**src/rtl/d_ex_issue_reg_if.sv**
```systemverilog
// Decode/hazard-side bundle feeding the D/EX issue register, plus the
// registered EX-side results it returns.
interface d_ex_issue_reg_if #(
  parameter int XLEN      = 32,
  parameter int ADDR_SIZE = 5
);
  // Decode slot
  logic                 D_valid;
  logic [XLEN-1:0]      D_pc;
  logic [ADDR_SIZE-1:0] D_rd;
  logic [ADDR_SIZE-1:0] D_ra;
  logic [ADDR_SIZE-1:0] D_rb;
  logic [XLEN-1:0]      D_ra_val;
  logic [XLEN-1:0]      D_rb_val;
  logic                 D_we;
  logic                 D_ld;
  logic [3:0]           D_alu_op;
  logic [XLEN-1:0]      D_imm;

  // Hazard unit decisions and forwarded stage values
  logic                 stall_D;
  logic [1:0]           EX_D_bp;
  logic [1:0]           MEM_D_bp;
  logic [1:0]           WB_D_bp;
  logic [XLEN-1:0]      EX_alu_out;
  logic [XLEN-1:0]      Mem_data_mem;
  logic [XLEN-1:0]      WB_data_mem;
  logic                 flush;

  // EX slot and pipeline control
  logic                 F_D_hold;
  logic                 EX_valid;
  logic [XLEN-1:0]      EX_pc;
  logic [ADDR_SIZE-1:0] EX_rd;
  logic                 EX_we;
  logic                 EX_ld;
  logic [3:0]           EX_alu_op;
  logic [XLEN-1:0]      EX_a;
  logic [XLEN-1:0]      EX_b;
  logic [XLEN-1:0]      EX_imm;
  logic [15:0]          stall_cnt;

  modport master (
    output D_valid, D_pc, D_rd, D_ra, D_rb, D_ra_val, D_rb_val,
           D_we, D_ld, D_alu_op, D_imm,
           stall_D, EX_D_bp, MEM_D_bp, WB_D_bp,
           EX_alu_out, Mem_data_mem, WB_data_mem, flush,
    input  F_D_hold, EX_valid, EX_pc, EX_rd, EX_we, EX_ld, EX_alu_op,
           EX_a, EX_b, EX_imm, stall_cnt
  );

  modport slave (
    input  D_valid, D_pc, D_rd, D_ra, D_rb, D_ra_val, D_rb_val,
           D_we, D_ld, D_alu_op, D_imm,
           stall_D, EX_D_bp, MEM_D_bp, WB_D_bp,
           EX_alu_out, Mem_data_mem, WB_data_mem, flush,
    output F_D_hold, EX_valid, EX_pc, EX_rd, EX_we, EX_ld, EX_alu_op,
           EX_a, EX_b, EX_imm, stall_cnt
  );
endinterface

```
**src/rtl/d_ex_issue_reg.sv**
```systemverilog
// Decode-to-execute issue register: resolves forwarded operands, then either
// launches the decoded instruction into EX or inserts a bubble.
module d_ex_issue_reg #(
  parameter int XLEN      = 32,
  parameter int ADDR_SIZE = 5
) (
  input logic              clk,
  input logic              rst,
  d_ex_issue_reg_if.slave  bus
);

  logic [XLEN-1:0] op_a;
  logic [XLEN-1:0] op_b;
  logic            issue;

  // Bypass priority EX > MEM > WB > register file; x0 always reads as zero.
  always_comb begin
    // NOTE: every always_comb output gets a default first so no path can
    // leave it unassigned and infer a latch.
    op_a = bus.D_ra_val;
    if (bus.EX_D_bp[1])       op_a = bus.EX_alu_out;
    else if (bus.MEM_D_bp[1]) op_a = bus.Mem_data_mem;
    else if (bus.WB_D_bp[1])  op_a = bus.WB_data_mem;
    if (bus.D_ra == '0)       op_a = '0;

    op_b = bus.D_rb_val;
    if (bus.EX_D_bp[0])       op_b = bus.EX_alu_out;
    else if (bus.MEM_D_bp[0]) op_b = bus.Mem_data_mem;
    else if (bus.WB_D_bp[0])  op_b = bus.WB_data_mem;
    if (bus.D_rb == '0)       op_b = '0;
  end

  // Flush dominates stall: the stalled instruction is dead, fetch must redirect.
  assign bus.F_D_hold = bus.stall_D & ~bus.flush & ~rst;
  assign issue        = bus.D_valid & ~bus.stall_D & ~bus.flush;

  always_ff @(posedge clk) begin
    // NOTE: sequential state uses non-blocking assignments so every register
    // samples pre-edge values regardless of statement order.
    if (rst) begin
      bus.EX_valid  <= 1'b0;
      bus.EX_pc     <= '0;
      bus.EX_rd     <= '0;
      bus.EX_we     <= 1'b0;
      bus.EX_ld     <= 1'b0;
      bus.EX_alu_op <= '0;
      bus.EX_a      <= '0;
      bus.EX_b      <= '0;
      bus.EX_imm    <= '0;
      bus.stall_cnt <= '0;
    end else begin
      if (bus.F_D_hold && bus.stall_cnt != 16'hFFFF)
        bus.stall_cnt <= bus.stall_cnt + 16'd1;

      if (issue) begin
        bus.EX_valid  <= 1'b1;
        bus.EX_pc     <= bus.D_pc;
        bus.EX_rd     <= bus.D_rd;
        bus.EX_we     <= bus.D_we & bus.D_valid;
        bus.EX_ld     <= bus.D_ld & bus.D_valid;
        bus.EX_alu_op <= bus.D_alu_op;
        bus.EX_a      <= op_a;
        bus.EX_b      <= op_b;
        bus.EX_imm    <= bus.D_imm;
      end else begin
        // Bubble: fully zeroed so it can never match a hazard downstream.
        bus.EX_valid  <= 1'b0;
        bus.EX_pc     <= '0;
        bus.EX_rd     <= '0;
        bus.EX_we     <= 1'b0;
        bus.EX_ld     <= 1'b0;
        bus.EX_alu_op <= '0;
        bus.EX_a      <= '0;
        bus.EX_b      <= '0;
        bus.EX_imm    <= '0;
      end
    end
  end

endmodule

```
**src/flat_wrapper.sv**
```systemverilog
// flat-port wrapper written by rule: the top's interface ports become plain ports
module d_ex_issue_reg_flat 
#(
  parameter int XLEN      = 32,
  parameter int ADDR_SIZE = 5
)
  (clk, rst, bus_D_valid, bus_D_pc, bus_D_rd, bus_D_ra, bus_D_rb, bus_D_ra_val, bus_D_rb_val, bus_D_we, bus_D_ld, bus_D_alu_op, bus_D_imm, bus_stall_D, bus_EX_D_bp, bus_MEM_D_bp, bus_WB_D_bp, bus_EX_alu_out, bus_Mem_data_mem, bus_WB_data_mem, bus_flush, bus_F_D_hold, bus_EX_valid, bus_EX_pc, bus_EX_rd, bus_EX_we, bus_EX_ld, bus_EX_alu_op, bus_EX_a, bus_EX_b, bus_EX_imm, bus_stall_cnt);
  d_ex_issue_reg_if #(.XLEN(XLEN), .ADDR_SIZE(ADDR_SIZE)) bus_i ();
  input logic clk;
  input logic rst;
  input wire logic [$bits(bus_i.D_valid)-1:0] bus_D_valid;
  input wire logic [$bits(bus_i.D_pc)-1:0] bus_D_pc;
  input wire logic [$bits(bus_i.D_rd)-1:0] bus_D_rd;
  input wire logic [$bits(bus_i.D_ra)-1:0] bus_D_ra;
  input wire logic [$bits(bus_i.D_rb)-1:0] bus_D_rb;
  input wire logic [$bits(bus_i.D_ra_val)-1:0] bus_D_ra_val;
  input wire logic [$bits(bus_i.D_rb_val)-1:0] bus_D_rb_val;
  input wire logic [$bits(bus_i.D_we)-1:0] bus_D_we;
  input wire logic [$bits(bus_i.D_ld)-1:0] bus_D_ld;
  input wire logic [$bits(bus_i.D_alu_op)-1:0] bus_D_alu_op;
  input wire logic [$bits(bus_i.D_imm)-1:0] bus_D_imm;
  input wire logic [$bits(bus_i.stall_D)-1:0] bus_stall_D;
  input wire logic [$bits(bus_i.EX_D_bp)-1:0] bus_EX_D_bp;
  input wire logic [$bits(bus_i.MEM_D_bp)-1:0] bus_MEM_D_bp;
  input wire logic [$bits(bus_i.WB_D_bp)-1:0] bus_WB_D_bp;
  input wire logic [$bits(bus_i.EX_alu_out)-1:0] bus_EX_alu_out;
  input wire logic [$bits(bus_i.Mem_data_mem)-1:0] bus_Mem_data_mem;
  input wire logic [$bits(bus_i.WB_data_mem)-1:0] bus_WB_data_mem;
  input wire logic [$bits(bus_i.flush)-1:0] bus_flush;
  output wire logic [$bits(bus_i.F_D_hold)-1:0] bus_F_D_hold;
  output wire logic [$bits(bus_i.EX_valid)-1:0] bus_EX_valid;
  output wire logic [$bits(bus_i.EX_pc)-1:0] bus_EX_pc;
  output wire logic [$bits(bus_i.EX_rd)-1:0] bus_EX_rd;
  output wire logic [$bits(bus_i.EX_we)-1:0] bus_EX_we;
  output wire logic [$bits(bus_i.EX_ld)-1:0] bus_EX_ld;
  output wire logic [$bits(bus_i.EX_alu_op)-1:0] bus_EX_alu_op;
  output wire logic [$bits(bus_i.EX_a)-1:0] bus_EX_a;
  output wire logic [$bits(bus_i.EX_b)-1:0] bus_EX_b;
  output wire logic [$bits(bus_i.EX_imm)-1:0] bus_EX_imm;
  output wire logic [$bits(bus_i.stall_cnt)-1:0] bus_stall_cnt;
  assign bus_i.D_valid = bus_D_valid;
  assign bus_i.D_pc = bus_D_pc;
  assign bus_i.D_rd = bus_D_rd;
  assign bus_i.D_ra = bus_D_ra;
  assign bus_i.D_rb = bus_D_rb;
  assign bus_i.D_ra_val = bus_D_ra_val;
  assign bus_i.D_rb_val = bus_D_rb_val;
  assign bus_i.D_we = bus_D_we;
  assign bus_i.D_ld = bus_D_ld;
  assign bus_i.D_alu_op = bus_D_alu_op;
  assign bus_i.D_imm = bus_D_imm;
  assign bus_i.stall_D = bus_stall_D;
  assign bus_i.EX_D_bp = bus_EX_D_bp;
  assign bus_i.MEM_D_bp = bus_MEM_D_bp;
  assign bus_i.WB_D_bp = bus_WB_D_bp;
  assign bus_i.EX_alu_out = bus_EX_alu_out;
  assign bus_i.Mem_data_mem = bus_Mem_data_mem;
  assign bus_i.WB_data_mem = bus_WB_data_mem;
  assign bus_i.flush = bus_flush;
  assign bus_F_D_hold = bus_i.F_D_hold;
  assign bus_EX_valid = bus_i.EX_valid;
  assign bus_EX_pc = bus_i.EX_pc;
  assign bus_EX_rd = bus_i.EX_rd;
  assign bus_EX_we = bus_i.EX_we;
  assign bus_EX_ld = bus_i.EX_ld;
  assign bus_EX_alu_op = bus_i.EX_alu_op;
  assign bus_EX_a = bus_i.EX_a;
  assign bus_EX_b = bus_i.EX_b;
  assign bus_EX_imm = bus_i.EX_imm;
  assign bus_stall_cnt = bus_i.stall_cnt;
  d_ex_issue_reg #(.XLEN(XLEN), .ADDR_SIZE(ADDR_SIZE)) u_core (.clk(clk), .rst(rst), .bus(bus_i));
endmodule
```
**config.mk**
```make
export PLATFORM = sky130hd
export DESIGN_NAME = d_ex_issue_reg_flat
export DESIGN_NICKNAME = d
export VERILOG_FILES = /design/src/rtl/d_ex_issue_reg_if.sv /design/src/rtl/d_ex_issue_reg.sv /design/src/flat_wrapper.sv
export SDC_FILE = /design/constraint.sdc
export NUM_CORES = 1
export LEC_CHECK = 0
export ABC_AREA = 1
export CAP_MARGIN = 20
export CORE_AREA = 5 5 157 159
export CTS_CLUSTER_SIZE = 10
export DETAILED_ROUTE_END_ITERATION = 16
export DIE_AREA = 0 0 162 164
export PLACE_DENSITY = 0.65
export SLEW_MARGIN = 30
export SYNTH_ARGS = -nofsm -noshare
export SYNTH_HDL_FRONTEND = slang
export SYNTH_SLANG_ARGS = --single-unit
```
**constraint.sdc**
```tcl
create_clock -name clk -period 3.37 [get_ports clk]
set_input_delay 1.011 -clock clk [delete_from_list [all_inputs] [get_ports clk]]
set_output_delay 1.011 -clock clk [all_outputs]
set_load 0.005 [all_outputs]
```
==> summary.txt <==
Detailed routing
  • Drt total wl: 30890 um
  • First-pass DRT Iterations: 5
  • Post-route DRC violation count: 0
  • DRT antenna net count: 0
  • DR vias/cell: 4.630
  • Vias: 7760
  • WL per Instance: 18.43 um
  • DR iter-0 viols: 447

Place
  • RD Place Congestion: 0.8664
  • Post-DP HPWL: 23630 um
  • Port bufs: 412

Power
  • Worst vdd ir: 276.9 uV
  • Leak: 5.007 nW
  • Power Dens Cells: 387.1 nW/um2

Global routing
  • First-pass GRT wire length: 45690 um
  • Total congestion overflow: 0
  • Vias in the first global route: 7675
  • Largest net degree at the start of global routing: 38
  • Total GRT Usage: 0.2255
  • Initial antenna violation count: 6

Synthesis
  • #FFs+latches synth: 156
  • Dominant cell type by area after synthesis: dfxtp_1
  • Post-synth cell types: 27
  • Top cells by area, synth: dfxtp_1 (47%), nand2_1 (14%), nor2_1 (14%), o31ai_1 (6.9%), a21oi_1 (5.4%)
  • Post-Syn Nets: 1236
  • Syn. warnings: 0
  • Post-synthesis sequential area ratio: 0.4662
  • Cells after synthesis: 979
  • Syn_area_per_cell: 6.843 um2
  • Yosys top cell area share: 0.4662
  • Synthesized area: 6699 um2

Clock network
  • CTS Root Cell: clkbuf_16
  • # hold bufs at CTS: 0
  • Skew-Pair Late Insertion Delay: 0.42 ns
  • CTS Buffer Depth: 2
  • Resized cells post-CTS: 0
  • CTS sink cnt: 156
  • CTS clock-pin slew for the worst setup and hold paths: 0.06 ns
  • CTS tree: built
  • Setup bufs post-CTS: 0
  • H-tree levels: 4
  • Total CTS buffers: 17

Timing
  • Slew headroom: 0.5423
  • Period utilization: 0.9566
  • Hold Fails Final Rpt: 0
  • RSZ-0062 raised after global routing: no
  • Fin Setup TNS: 0 ns
  • Pins Over Slew Limit: 0
  • Tmin final: 3.224 ns
  • WHS: 0.5476 ns
  • Setup Skew: 0.01383 ns
  • Worst slew pin tran: 0.6865 ns
  • Finish-stage setup viols: 0
  • Fmax: 0.3102 GHz

Floorplanning
  • Floorplan row count: 56
  • Initial Utilization: 0.2897
  • Area of the die: 26570 um2
  • I/O pins: 413
  • Die Wd: 162 um
  • Core area: 23120 um2
  • Die Y: 164 um

Run status
  • Status: finished clean

Worst setup path
  • CP Launch Point: rst
  • CP startpoint kind: input port
  • CP cell instances: clkdlybuf4s50_1 > inv_2 > nand2_1 > nor2_2 > clkdlybuf4s50_1
  • Crit Path Class: in2out
  • Max FO, Critical Path: 3
  • CP max stage cell: clkdlybuf4s50_1
  • RR Startpoint: u_core.bus.stall_cnt[0]
  • Setup crit end kind: output pin
  • Most frequent CP cell: clkdlybuf4s50_1
  • Critical path arrival: 2.21 ns
  • CP Data Required Time: 2.36 ns
  • CP peak stage delay: 0.52 ns

Run
  • Max-Cap Viols: 0

Hold path
  • HP Start: u_core.bus.stall_cnt[8]
  • Worst min-delay path class: reg2reg

Cells and area
  • Layout cells sized above 1: 0.04989
  • NumNets Final: 1628
  • Area delta synth->final: 74.75%
## state kept, by name, summed over array words and instances, names as in the netlist
| signal | flops |
|---|---|
| u_core.bus.EX_a | 32 |
| u_core.bus.EX_b | 32 |
| u_core.bus.EX_imm | 32 |
| u_core.bus.EX_pc | 32 |
| u_core.bus.stall_cnt | 16 |
| u_core.bus.EX_rd | 5 |
| u_core.bus.EX_alu_op | 4 |
| u_core.bus.EX_ld | 1 |
| u_core.bus.EX_valid | 1 |
| u_core.bus.EX_we | 1 |
## final timing paths
check | end | depth (start not counted) | slack, ns
setup / recovery | bus_F_D_hold | 5 | 0.15
hold / removal | u_core.bus.stall_cnt[8] | 2 | 0.55
setup reg to reg | u_core.bus.stall_cnt[0] | 8 | 1.76
hold reg to reg | u_core.bus.stall_cnt[8] | 2 | 0.55
## metrics by stage
step | utilization | setup WS (ns) | power (mW) | instance area [um2] | instances
floorplan | - | 1.003 | 2.168 | 6699 | 979
global placement | 0.4807 | 0.1647 | 2.630 | 11120 | 1642
detailed placement | 0.4807 | 0.1538 | 2.634 | 11120 | 1642
CTS | 0.5060 | 0.1515 | 4.587 | 11700 | 1673
global route | 0.5063 | 0.1032 | 4.716 | 11710 | 1676
finish | 0.5063 | 0.1462 | 4.531 | 11710 | 1676
## power by group
part / switching [mW] / total, mW / internal (mW)
clock: 0.896 / 1.94 / 1.04
combinational: 0.297 / 0.707 / 0.411
sequential: 0.0113 / 1.88 / 1.87
## critical path, delay by kind of cell
family / cells / cell delay [ns]
buf+inv: 3 / 1.05
simple gates: 2 / 0.15
## kinds of logic (layout without fill, tap and decap cells)
logic type,after synthesis,after routing,share of synthesized area
other,0,3,0
xor gates and xnor gates,1,1,0.001308
AOI/OAI and AO/OA,138,138,0.1270
adders and majority gates,1,1,0.001867
buffers and inverters,158,562,0.09563
and+or+nand+nor,525,525,0.3080
DFF,156,156,0.4662
## final cells by class
cell class / instances / area, um2
Sequential cell: 156 / 3123
Tap cell: 290 / 362.8
Fill cell: 2287 / 11420
Multi-Input combinational cell: 665 / 2935
Clock buffer: 17 / 425.4
Inverter: 100 / 375.4
Timing Repair Buffer: 431 / 4319
Antenna cell: 3 / 7.507
Clock inverter: 14 / 157.7
## metal layers
metal | up-vias | share of wire | global-route usage
met3 | 33 | 0.11 | 0.08858
met2 | 380 | 0.50 | 0.3992
met5 | - | 0.0017 | 0
met1 | 3521 | 0.37 | 0.2497
met4 | 6 | 0.020 | 0.07074
li1 | 3820 | - | -
## cells in the final DEF (no fill, tap or decap), drive strengths merged, types with 3 or more instances in the layout
cell type and count:
nand2 250, nand3 18, nand4 3, buf 21
clkdlybuf4s50 410, dfxtp 156, clkinvlp 3, clkbuf 17
nor2 249, diode 3, inv 105, o31ai 62
clkinv 5, nor3 3, a21oi 72
## cell usage after synthesis
library cell,count
o21ai_0,1
xnor2_1,1
a21oi_1,72
nor2_8,1
nand3_2,1
nand2_2,3
nor2_1,246
dfxtp_1,156
buf_6,1
o31ai_1,62
buf_1,3
ha_1,1
nor2_2,2
nand3_1,16
clkbuf_1,22
buf_2,32
and2_1,1
and3_1,1
inv_2,8
inv_1,92
nand2_1,246
nand3_4,1
nand4_1,3
nand2_4,1
nor3_1,3
o211ai_1,2
o21ai_1,1
(Power assumes the default switching activity.)
